`src/rtl/glitch_pkg.sv`:
```
`default_nettype none
// ============================================================================
// Module   : glitch_pkg
// Purpose  : Shared opcodes, bus/ack encodings, instruction fields and states
// Revision : 1.0
// ============================================================================
package glitch_pkg;

  localparam logic [1:0] OP_I2C_CHK = 2'b00;
  localparam logic [1:0] OP_DAC_UP  = 2'b01;
  localparam logic [1:0] OP_DELAY   = 2'b10;
  localparam logic [1:0] OP_RSVD    = 2'b11;

  localparam logic PRIV_BUS = 1'b1;
  localparam logic MAIN_BUS = 1'b0;
  localparam logic ACK      = 1'b0;
  localparam logic NAK      = 1'b1;

  localparam int INSTR_W = 12;
  localparam int OPC_HI  = 11;
  localparam int OPC_LO  = 10;
  localparam int BUS_BIT = 9;
  localparam int DATA_HI = 8;
  localparam int DATA_LO = 1;
  localparam int ACK_BIT = 0;

  typedef enum logic [2:0] {
    ST_IDLE     = 3'd0,
    ST_FETCH    = 3'd1,
    ST_WAIT_I2C = 3'd2,
    ST_WAIT_DLY = 3'd3,
    ST_DONE     = 3'd4,
    ST_ERR      = 3'd5
  } state_t;

endpackage
`default_nettype wire

```
`src/rtl/glitch_sequencer_if.sv`:
```
`default_nettype none
// ============================================================================
// Module   : glitch_sequencer_if
// Purpose  : Control, ROM, sniffed-I2C, DAC and status signals of the sequencer
// Revision : 1.0
// ============================================================================
interface glitch_sequencer_if;
  logic        start;
  logic        abort;
  logic [7:0]  instr_pt;
  logic [11:0] instr;
  logic [7:0]  delay_num;
  logic [31:0] delay_len;
  logic        i2c_valid;
  logic        i2c_bus;
  logic [7:0]  i2c_byte;
  logic        i2c_ack;
  logic [7:0]  dac_code;
  logic        dac_load;
  logic        busy;
  logic        done;
  logic        err;

  modport master (
    output start, abort, instr, delay_len, i2c_valid, i2c_bus, i2c_byte, i2c_ack,
    input  instr_pt, delay_num, dac_code, dac_load, busy, done, err
  );

  modport slave (
    input  start, abort, instr, delay_len, i2c_valid, i2c_bus, i2c_byte, i2c_ack,
    output instr_pt, delay_num, dac_code, dac_load, busy, done, err
  );
endinterface
`default_nettype wire

```
`src/rtl/glitch_delay_timer.sv`:
```
`default_nettype none
// ============================================================================
// Module   : glitch_delay_timer
// Purpose  : 32-bit loadable down-counter with terminal-count (count == 1) flag
// Revision : 1.0
// ============================================================================
module glitch_delay_timer (
  input  wire logic        clk,
  input  wire logic        rst,
  input  wire logic        i_load,
  input  wire logic        i_en,
  input  wire logic [31:0] i_load_val,
  output logic             o_tc
);

  logic [31:0] r_count;

  always_ff @(posedge clk or posedge rst) begin
    if (rst) begin
      r_count <= 32'd0;
    end else if (i_load) begin
      r_count <= i_load_val;
    end else if (i_en && (r_count != 32'd0)) begin
      r_count <= r_count - 32'd1;
    end
  end

  assign o_tc = (r_count == 32'd1);

endmodule
`default_nettype wire

```
`src/rtl/glitch_sequencer.sv`:
```
`default_nettype none
// ============================================================================
// Module   : glitch_sequencer
// Purpose  : Fetches/executes ROM instructions (I2C match, DAC load, delay).
//            GLITCH_SEQ_LOOP_EN: program end wraps to instruction 0 instead of DONE.
// Revision : 1.0
// ============================================================================
module glitch_sequencer
  import glitch_pkg::*;
#(
  parameter int PROG_LEN = 14
) (
  input  wire logic          clk,
  input  wire logic          rst,
  glitch_sequencer_if.slave  seq_if
);

  localparam logic [7:0] c_prog_end = 8'(PROG_LEN);

  state_t      r_state, w_state_nxt;
  logic [7:0]  r_instr_pt, w_instr_pt_nxt;
  logic [7:0]  r_dac_code, w_dac_code_nxt;
  logic        r_dac_load, w_dac_load_nxt;
  logic        r_busy, r_done, r_err;
  logic        r_bus, w_bus_nxt;
  logic [7:0]  r_data, w_data_nxt;
  logic        r_ack, w_ack_nxt;
  logic [7:0]  r_delay_num;
  logic [7:0]  w_delay_num;
  logic        w_tmr_load, w_tmr_en, w_tmr_tc;

  logic [1:0]  w_opcode;
  logic        w_ibus;
  logic [7:0]  w_idata;
  logic        w_iack;

  assign w_opcode = seq_if.instr[OPC_HI:OPC_LO];
  assign w_ibus   = seq_if.instr[BUS_BIT];
  assign w_idata  = seq_if.instr[DATA_HI:DATA_LO];
  assign w_iack   = seq_if.instr[ACK_BIT];

  // ROM delay index follows the instruction while fetching, then holds.
  assign w_delay_num = (r_state == ST_FETCH) ? w_idata : r_delay_num;

  glitch_delay_timer u_timer (
    .clk        (clk),
    .rst        (rst),
    .i_load     (w_tmr_load),
    .i_en       (w_tmr_en),
    .i_load_val (seq_if.delay_len),
    .o_tc       (w_tmr_tc)
  );

  always_comb begin
    w_state_nxt    = r_state;
    w_instr_pt_nxt = r_instr_pt;
    w_dac_code_nxt = r_dac_code;
    w_dac_load_nxt = 1'b0;
    w_bus_nxt      = r_bus;
    w_data_nxt     = r_data;
    w_ack_nxt      = r_ack;
    w_tmr_load     = 1'b0;
    w_tmr_en       = 1'b0;

    if (seq_if.abort) begin
      w_state_nxt    = ST_IDLE;
      w_instr_pt_nxt = 8'd0;
    end else begin
      case (r_state)
        ST_IDLE, ST_DONE, ST_ERR: begin
          if (seq_if.start) begin
            w_state_nxt    = ST_FETCH;
            w_instr_pt_nxt = 8'd0;
          end
        end
        ST_FETCH: begin
          if (r_instr_pt == c_prog_end) begin
`ifdef GLITCH_SEQ_LOOP_EN
            w_instr_pt_nxt = 8'd0;
`else
            w_state_nxt    = ST_DONE;
`endif
          end else begin
            case (w_opcode)
              OP_I2C_CHK: begin
                w_state_nxt = ST_WAIT_I2C;
                w_bus_nxt   = w_ibus;
                w_data_nxt  = w_idata;
                w_ack_nxt   = w_iack;
              end
              OP_DAC_UP: begin
                w_dac_code_nxt = w_idata;
                w_dac_load_nxt = 1'b1;
                w_instr_pt_nxt = r_instr_pt + 8'd1;
              end
              OP_DELAY: begin
                w_tmr_load = 1'b1;
                if (seq_if.delay_len == 32'd0) begin
                  w_instr_pt_nxt = r_instr_pt + 8'd1;
                end else begin
                  w_state_nxt = ST_WAIT_DLY;
                end
              end
              default: w_state_nxt = ST_ERR;
            endcase
          end
        end
        ST_WAIT_I2C: begin
          if (seq_if.i2c_valid && (seq_if.i2c_bus == r_bus)) begin
            w_state_nxt = ST_FETCH;
            // A mismatch restarts the trigger pattern; the offending byte is dropped.
            if ((seq_if.i2c_byte == r_data) && (seq_if.i2c_ack == r_ack)) begin
              w_instr_pt_nxt = r_instr_pt + 8'd1;
            end else begin
              w_instr_pt_nxt = 8'd0;
            end
          end
        end
        ST_WAIT_DLY: begin
          w_tmr_en = 1'b1;
          if (w_tmr_tc) begin
            w_state_nxt    = ST_FETCH;
            w_instr_pt_nxt = r_instr_pt + 8'd1;
          end
        end
        default: w_state_nxt = ST_IDLE;
      endcase
    end
  end

  always_ff @(posedge clk or posedge rst) begin
    if (rst) begin
      r_state     <= ST_IDLE;
      r_instr_pt  <= 8'd0;
      r_dac_code  <= 8'd0;
      r_dac_load  <= 1'b0;
      r_busy      <= 1'b0;
      r_done      <= 1'b0;
      r_err       <= 1'b0;
      r_bus       <= 1'b0;
      r_data      <= 8'd0;
      r_ack       <= 1'b0;
      r_delay_num <= 8'd0;
    end else begin
      r_state     <= w_state_nxt;
      r_instr_pt  <= w_instr_pt_nxt;
      r_dac_code  <= w_dac_code_nxt;
      r_dac_load  <= w_dac_load_nxt;
      r_busy      <= (w_state_nxt != ST_IDLE) && (w_state_nxt != ST_DONE) &&
                     (w_state_nxt != ST_ERR);
      r_done      <= (w_state_nxt == ST_DONE);
      r_err       <= (w_state_nxt == ST_ERR);
      r_bus       <= w_bus_nxt;
      r_data      <= w_data_nxt;
      r_ack       <= w_ack_nxt;
      r_delay_num <= w_delay_num;
    end
  end

  assign seq_if.instr_pt  = r_instr_pt;
  assign seq_if.delay_num = w_delay_num;
  assign seq_if.dac_code  = r_dac_code;
  assign seq_if.dac_load  = r_dac_load;
  assign seq_if.busy      = r_busy;
  assign seq_if.done      = r_done;
  assign seq_if.err       = r_err;

endmodule
`default_nettype wire

```
`src/flat_wrapper.sv`:
```
// flat-port wrapper written by rule: the top's interface ports become plain ports
module glitch_sequencer_flat import glitch_pkg::*;
#(
  parameter int PROG_LEN = 14
)
  (clk, rst, seq_if_start, seq_if_abort, seq_if_instr, seq_if_delay_len, seq_if_i2c_valid, seq_if_i2c_bus, seq_if_i2c_byte, seq_if_i2c_ack, seq_if_instr_pt, seq_if_delay_num, seq_if_dac_code, seq_if_dac_load, seq_if_busy, seq_if_done, seq_if_err);
  glitch_sequencer_if seq_if_i ();
  input  wire logic clk;
  input  wire logic rst;
  input wire logic [$bits(seq_if_i.start)-1:0] seq_if_start;
  input wire logic [$bits(seq_if_i.abort)-1:0] seq_if_abort;
  input wire logic [$bits(seq_if_i.instr)-1:0] seq_if_instr;
  input wire logic [$bits(seq_if_i.delay_len)-1:0] seq_if_delay_len;
  input wire logic [$bits(seq_if_i.i2c_valid)-1:0] seq_if_i2c_valid;
  input wire logic [$bits(seq_if_i.i2c_bus)-1:0] seq_if_i2c_bus;
  input wire logic [$bits(seq_if_i.i2c_byte)-1:0] seq_if_i2c_byte;
  input wire logic [$bits(seq_if_i.i2c_ack)-1:0] seq_if_i2c_ack;
  output wire logic [$bits(seq_if_i.instr_pt)-1:0] seq_if_instr_pt;
  output wire logic [$bits(seq_if_i.delay_num)-1:0] seq_if_delay_num;
  output wire logic [$bits(seq_if_i.dac_code)-1:0] seq_if_dac_code;
  output wire logic [$bits(seq_if_i.dac_load)-1:0] seq_if_dac_load;
  output wire logic [$bits(seq_if_i.busy)-1:0] seq_if_busy;
  output wire logic [$bits(seq_if_i.done)-1:0] seq_if_done;
  output wire logic [$bits(seq_if_i.err)-1:0] seq_if_err;
  assign seq_if_i.start = seq_if_start;
  assign seq_if_i.abort = seq_if_abort;
  assign seq_if_i.instr = seq_if_instr;
  assign seq_if_i.delay_len = seq_if_delay_len;
  assign seq_if_i.i2c_valid = seq_if_i2c_valid;
  assign seq_if_i.i2c_bus = seq_if_i2c_bus;
  assign seq_if_i.i2c_byte = seq_if_i2c_byte;
  assign seq_if_i.i2c_ack = seq_if_i2c_ack;
  assign seq_if_instr_pt = seq_if_i.instr_pt;
  assign seq_if_delay_num = seq_if_i.delay_num;
  assign seq_if_dac_code = seq_if_i.dac_code;
  assign seq_if_dac_load = seq_if_i.dac_load;
  assign seq_if_busy = seq_if_i.busy;
  assign seq_if_done = seq_if_i.done;
  assign seq_if_err = seq_if_i.err;
  glitch_sequencer #(.PROG_LEN(PROG_LEN)) u_core (.clk(clk), .rst(rst), .seq_if(seq_if_i));
endmodule
```
`config.mk`:
```
export PLATFORM = sky130hd
export DESIGN_NAME = glitch_sequencer_flat
export DESIGN_NICKNAME = d
export VERILOG_FILES = /design/src/rtl/glitch_pkg.sv /design/src/rtl/glitch_sequencer_if.sv /design/src/rtl/glitch_delay_timer.sv /design/src/rtl/glitch_sequencer.sv /design/src/flat_wrapper.sv
export SDC_FILE = /design/constraint.sdc
export NUM_CORES = 1
export LEC_CHECK = 0
export CAP_MARGIN = 30
export CORE_ASPECT_RATIO = 1.25
export CORE_MARGIN = 2
export CORE_UTILIZATION = 35
export CTS_BUF_LIST = sky130_fd_sc_hd__clkbuf_4
export CTS_CLUSTER_DIAMETER = 80
export DETAILED_ROUTE_END_ITERATION = 12
export GPL_TIMING_DRIVEN = 0
export PLACE_DENSITY = 0.55
export SLEW_MARGIN = 0
export SYNTH_ARGS = -nofsm -noshare
export SYNTH_HDL_FRONTEND = slang
export SYNTH_HIERARCHICAL = 1
export SYNTH_SLANG_ARGS = --single-unit
export TNS_END_PERCENT = 50
```
`constraint.sdc`:
```
create_clock -name clk -period 7.72 [get_ports clk]
set_input_delay 1.544 -clock clk [delete_from_list [all_inputs] [get_ports clk]]
set_output_delay 1.544 -clock clk [all_outputs]
set_load 0.05 [all_outputs]
```
After elaboration in Yosys (flattened, before gate mapping)
Index checks and enable logic that the tools add are counted.
Widths: inputs -> output; s select.
- add/subtract/negate cells: 2
- eq/ne operators: 22
- mux-type cells: 30
- bitwise operators: 2
- reductions and logical operators: 16
- operators with widths (kind ; number):
    $mux 32 ; 2
    $mux 8 ; 8
    $eq 32x1->1 const B ; 1
    $logic_not 32->1 ; 1
    $pmux 8 s4 ; 1
    $reduce_bool 32->1 ; 1
    $sub 32x1->32 const B ; 1
    $mux 3 ; 6
    $pmux 8 s2 ; 1
    $ne 3x3->1 const B ; 5
    $eq 3x3->1 const B ; 4
    $pmux 3 s4 ; 1
    $mux 1 ; 10
    $pmux 3 s3 ; 1
    $add 8x1->8 const B ; 1
    $eq 8x4->1 const B ; 1
    $eq 8x8->1 ; 1
    $ne 4x4->1 const B ; 2
    $reduce_and 4->1 ; 2
    $reduce_and 7->1 ; 1
    $eq 3x2->1 const B ; 2
    $logic_and 1x1->1 ; 5
    $reduce_bool 5->1 ; 1
    $eq 3x1->1 const B ; 1
    10 further kinds ; 12
- register bits: 73
- bits of input ports: 59
- output and inout port bits: 28
- logic and storage cells: 84

Depth between registers and ports, before layout
- depth in word-level cells: 9
- mapped depth: 11
- mapped depth without buffers: 10

Cells and area by module
The synthesis kept the hierarchy.
- modules (own cells, without submodules) (module ; instances ; cells an instance ; area each (um^2) ; seq. area each (um^2)):
    glitch_delay_timer ; 1 ; 257 ; 2153.3 ; 800.8
    glitch_sequencer ; 1 ; 206 ; 2129.5 ; 1026.0

Worst setup path after synthesis
OpenSTA, ideal clock, no wires.
- kind: input port to output port
- start: in seq_if_instr[1]
- end: out seq_if_delay_num[0]
- arrival time: 1.935 ns
- data required time: 6.176 ns
- setup slack: 4.241 ns
- cell stages on the path: 2
- path buffers: 0
- path through: nand2_1 -> nand2_1
- cells in the longest elaborated chain, start to end: 1
- ends and longest elaborated chain (what ; line ; text):
    start: declaration ; flat_wrapper.sv:12 ; input wire logic [$bits(seq_if_i.instr)-1:0] seq_if_instr;
    $mux 8 ; glitch_sequencer.sv:43 ; assign w_delay_num = (r_state == ST_FETCH) ? w_idata : r_delay_num;
    end: declaration ; flat_wrapper.sv:19 ; output wire logic [$bits(seq_if_i.delay_num)-1:0] seq_if_delay_num;
Every way passes these cells.

Final worst setup path
- start: in seq_if_instr[8]
- end: out seq_if_delay_num[7]
The elaborated chain is that of the path after synthesis.

==> reports/results.ini <==
[die]
die_width_um=103
fp.coreArea_mm2=0.0120
chipHeight_um=128
rows=45
fp.dieArea_mm2=0.0131
ios=87
start_util_pct=35.5

[synthesis]
yosys_warnings=6
ys_top_cells_by_area=dfrtp_1, mux2_2, nand2_1
synth_top_area_share_pct=42.7
yosys-top-cells-count=dfrtp_1, nand2_1, nor2_1
synth_area_leader_cell=dfrtp_1
syn-cell-area_mm2=0.00428
yosysMostFrequentCell=dfrtp_1
synthArstFlopShare_pct=100
synthFlopType=dfrtp_1
ys_seq_area_share_pct=42.7
synth_edf_count=0
ys_ff_latch=73
synthCells=463
avgSynthCellArea_um2=9.25
syn_nets=530
ys_types=62

[worst_setup_path]
end_kind=primary output
cp_slowest_cell=clkdlybuf4s50_1
worstSetupPathType=input pin to primary output
r2r_setup_slack_ns=3.59
cp_num_buf_inv=2
cp_top_family=buffers and inverters
timing.rr.start=u_core/u_timer/r_count[22]
critPathMaxFanout=3
path_cells=clkdlybuf4s50_1 > nand2_1 > nand2_1 > clkdlybuf4s50_1
reg2regPathDepth=10
crit_required_ns=6.18
r2r-end=u_core/seq_if.instr_pt[6]
cp_slowest_stage_delay_ns=0.83
setup.worst_path.start_class=input pin
critical_path_arrival_ns=3.06

[routing]
via_per_inst=5.65
drtIter0Drc=253
avgRoutedWirePerCell_um=17.9
drtAntennaViolNets=0
dr.pass1.iters=5
drcViolationCount=0
vias=4116
routed_wl_mm=13.0

[clock_tree]
root_buffer=clkbuf_4
cts_resized=0
post_cts_buffers=0
cts_buffers=9
numClockSinks=73
clock_latency_ns=0.45
tritoncts=yes
clock_path_buffers=2
clk_pin_slew_ns=0.15
htreeDepth=3
cts_hold_buf=0

[min_path]
min_path_cells=2
min_path_type=flop to flop
min_to=u_core/r_delay_num[0]
hp-start=u_core/r_delay_num[0]

[final_layout]
drive_gt1_share_pct=12.0
layout.nets=627
final_area_mm2=0.00548
areaGrowthSynthToFinish_pct=27.9
seqCellArea_mm2=0.00183
antenna_cells=0
multiInputGateArea_mm2=0.00227
n_fill_cell=1251

[placement]
gp_congestion=0.880
postPlaceCellArea_mm2=0.00535
hpwl_mm=9.55
io_buffers=86

[global_route]
antenna_found_initial=0
grt_pass1_vias=4112
grt_max_degree=42
gr-total-overflow=0
grt_pass1_wl_mm=20.9
grtUsageTotal_pct=20.4

[timing]
fin_setup_tns_ns=0
period_share_pct=59.6
fin_skew_ns=0.0178
drv_slew=0
worst_pin_slew_ns=1.03
finalSetupViolCount=0
fin_crit_ns=4.60
finalHoldViolations=0
fmaxAchievable_mhz=217
rsz0062_at_grt=false
slew_headroom_pct=30.1

[power_and_ir_drop]
p_leak_nw=2.12
peakVddDrop_uv=109
p_per_area_mw_per_mm2=295

[flow_run]
max-cap-violations=0

[run_status]
status=finished, final reports clean

[worst max path at each step]
| stage | start | endpoint | slack [ns] | cells past startpoint |
|---|---|---|---|---|
| final | seq_if_instr[8] | seq_if_delay_num[7] | 3.12 | 4 |
| after global routing | seq_if_instr[8] | seq_if_delay_num[7] | 3.04 | 4 |
| after CTS | seq_if_instr[8] | seq_if_delay_num[7] | 3.11 | 4 |
| after detailed placement | seq_if_instr[6] | seq_if_delay_num[5] | 3.11 | 4 |
| after global placement | seq_if_instr[8] | seq_if_delay_num[7] | 3.13 | 4 |
| after floorplan | seq_if_instr[1] | seq_if_delay_num[0] | 4.24 | 2 |
[logic make-up after synthesis]
kind of cell               count (synthesis)  share of synthesized area [%]
AOI/OAI and AO/OA                         98                           16.0
DFF                                       73                           42.7
muxes                                     18                           4.73
buffers and inverters                     44                           4.44
adders and majority gates                  8                           2.34
xor gates and xnor gates                  13                           2.66
and+or+nand+nor                          209                           27.2
[stage by stage]
stage	total power, mW	setup WS [ns]	std cells	utilization [%]	hold slack [ns]
6_report	1.62	3.12	729	45.5	0.491
3_3_place_gp	1.37	3.13	713	44.4	0.454
5_1_grt	1.73	3.04	729	45.5	0.511
3_5_place_dp	1.39	3.11	713	44.4	0.460
4_1_cts	1.62	3.11	729	45.5	0.493
2_1_floorplan	1.15	4.24	463	-	0.501
[tightest hold or removal path: stages, from the launching register on]
cell and delay (ns):
dfrtp_1 0.35, nand2_1 0.04, nand2_1 0.07
[cell type report]
class,instances,share of cell area (%)
Multi-Input combinational cell,346,41.4
Sequential cell,73,33.3
Timing Repair Buffer,86,15.7
Tap cell,164,3.75
Buffer,23,2.03
Inverter,21,1.44
Clock buffer,9,1.23
Clock inverter,7,1.12
[cells in the final DEF (no fill, tap or decap), drive strengths merged, types with 10 or more instances in the layout]
cell and count:
nor4 14, o21ai 18, or3 10, nand3 13, dfrtp 73, or4 10
nor2 43, clkdlybuf4s50 86, xnor2 12, clkbuf 20, nor3 12, a21oi 12
buf 12, mux2 18, inv 23, nand2 50, nand4b 10, a31oi 18
nand4 11
[where the power goes]
part	switching (mW)	internal [mW]
Sequential	0.135	0.535
Combinational	0.406	0.307
Clock	0.162	0.0714
Total	0.703	0.914
[sequential cells by signal, summed over array words and instances (netlist names)]
name,cells
u_core/u_timer/r_count,32
u_core/r_data,8
u_core/r_delay_num,8
u_core/seq_if.dac_code,8
u_core/seq_if.instr_pt,8
u_core/r_state,3
u_core/r_ack,1
u_core/r_bus,1
u_core/seq_if.busy,1
u_core/seq_if.dac_load,1
u_core/seq_if.done,1
u_core/seq_if.err,1
[routing by layer]
metal	vias to the layer above	track usage, %	wire, µm
met2	152	33.9	6410
met5	-	0	0
met1	2019	26.3	5570
li1	1929	-	-
met3	16	3.65	813
met4	0	7.35	225
No activity file was read; power rests on OpenSTA's default activity.
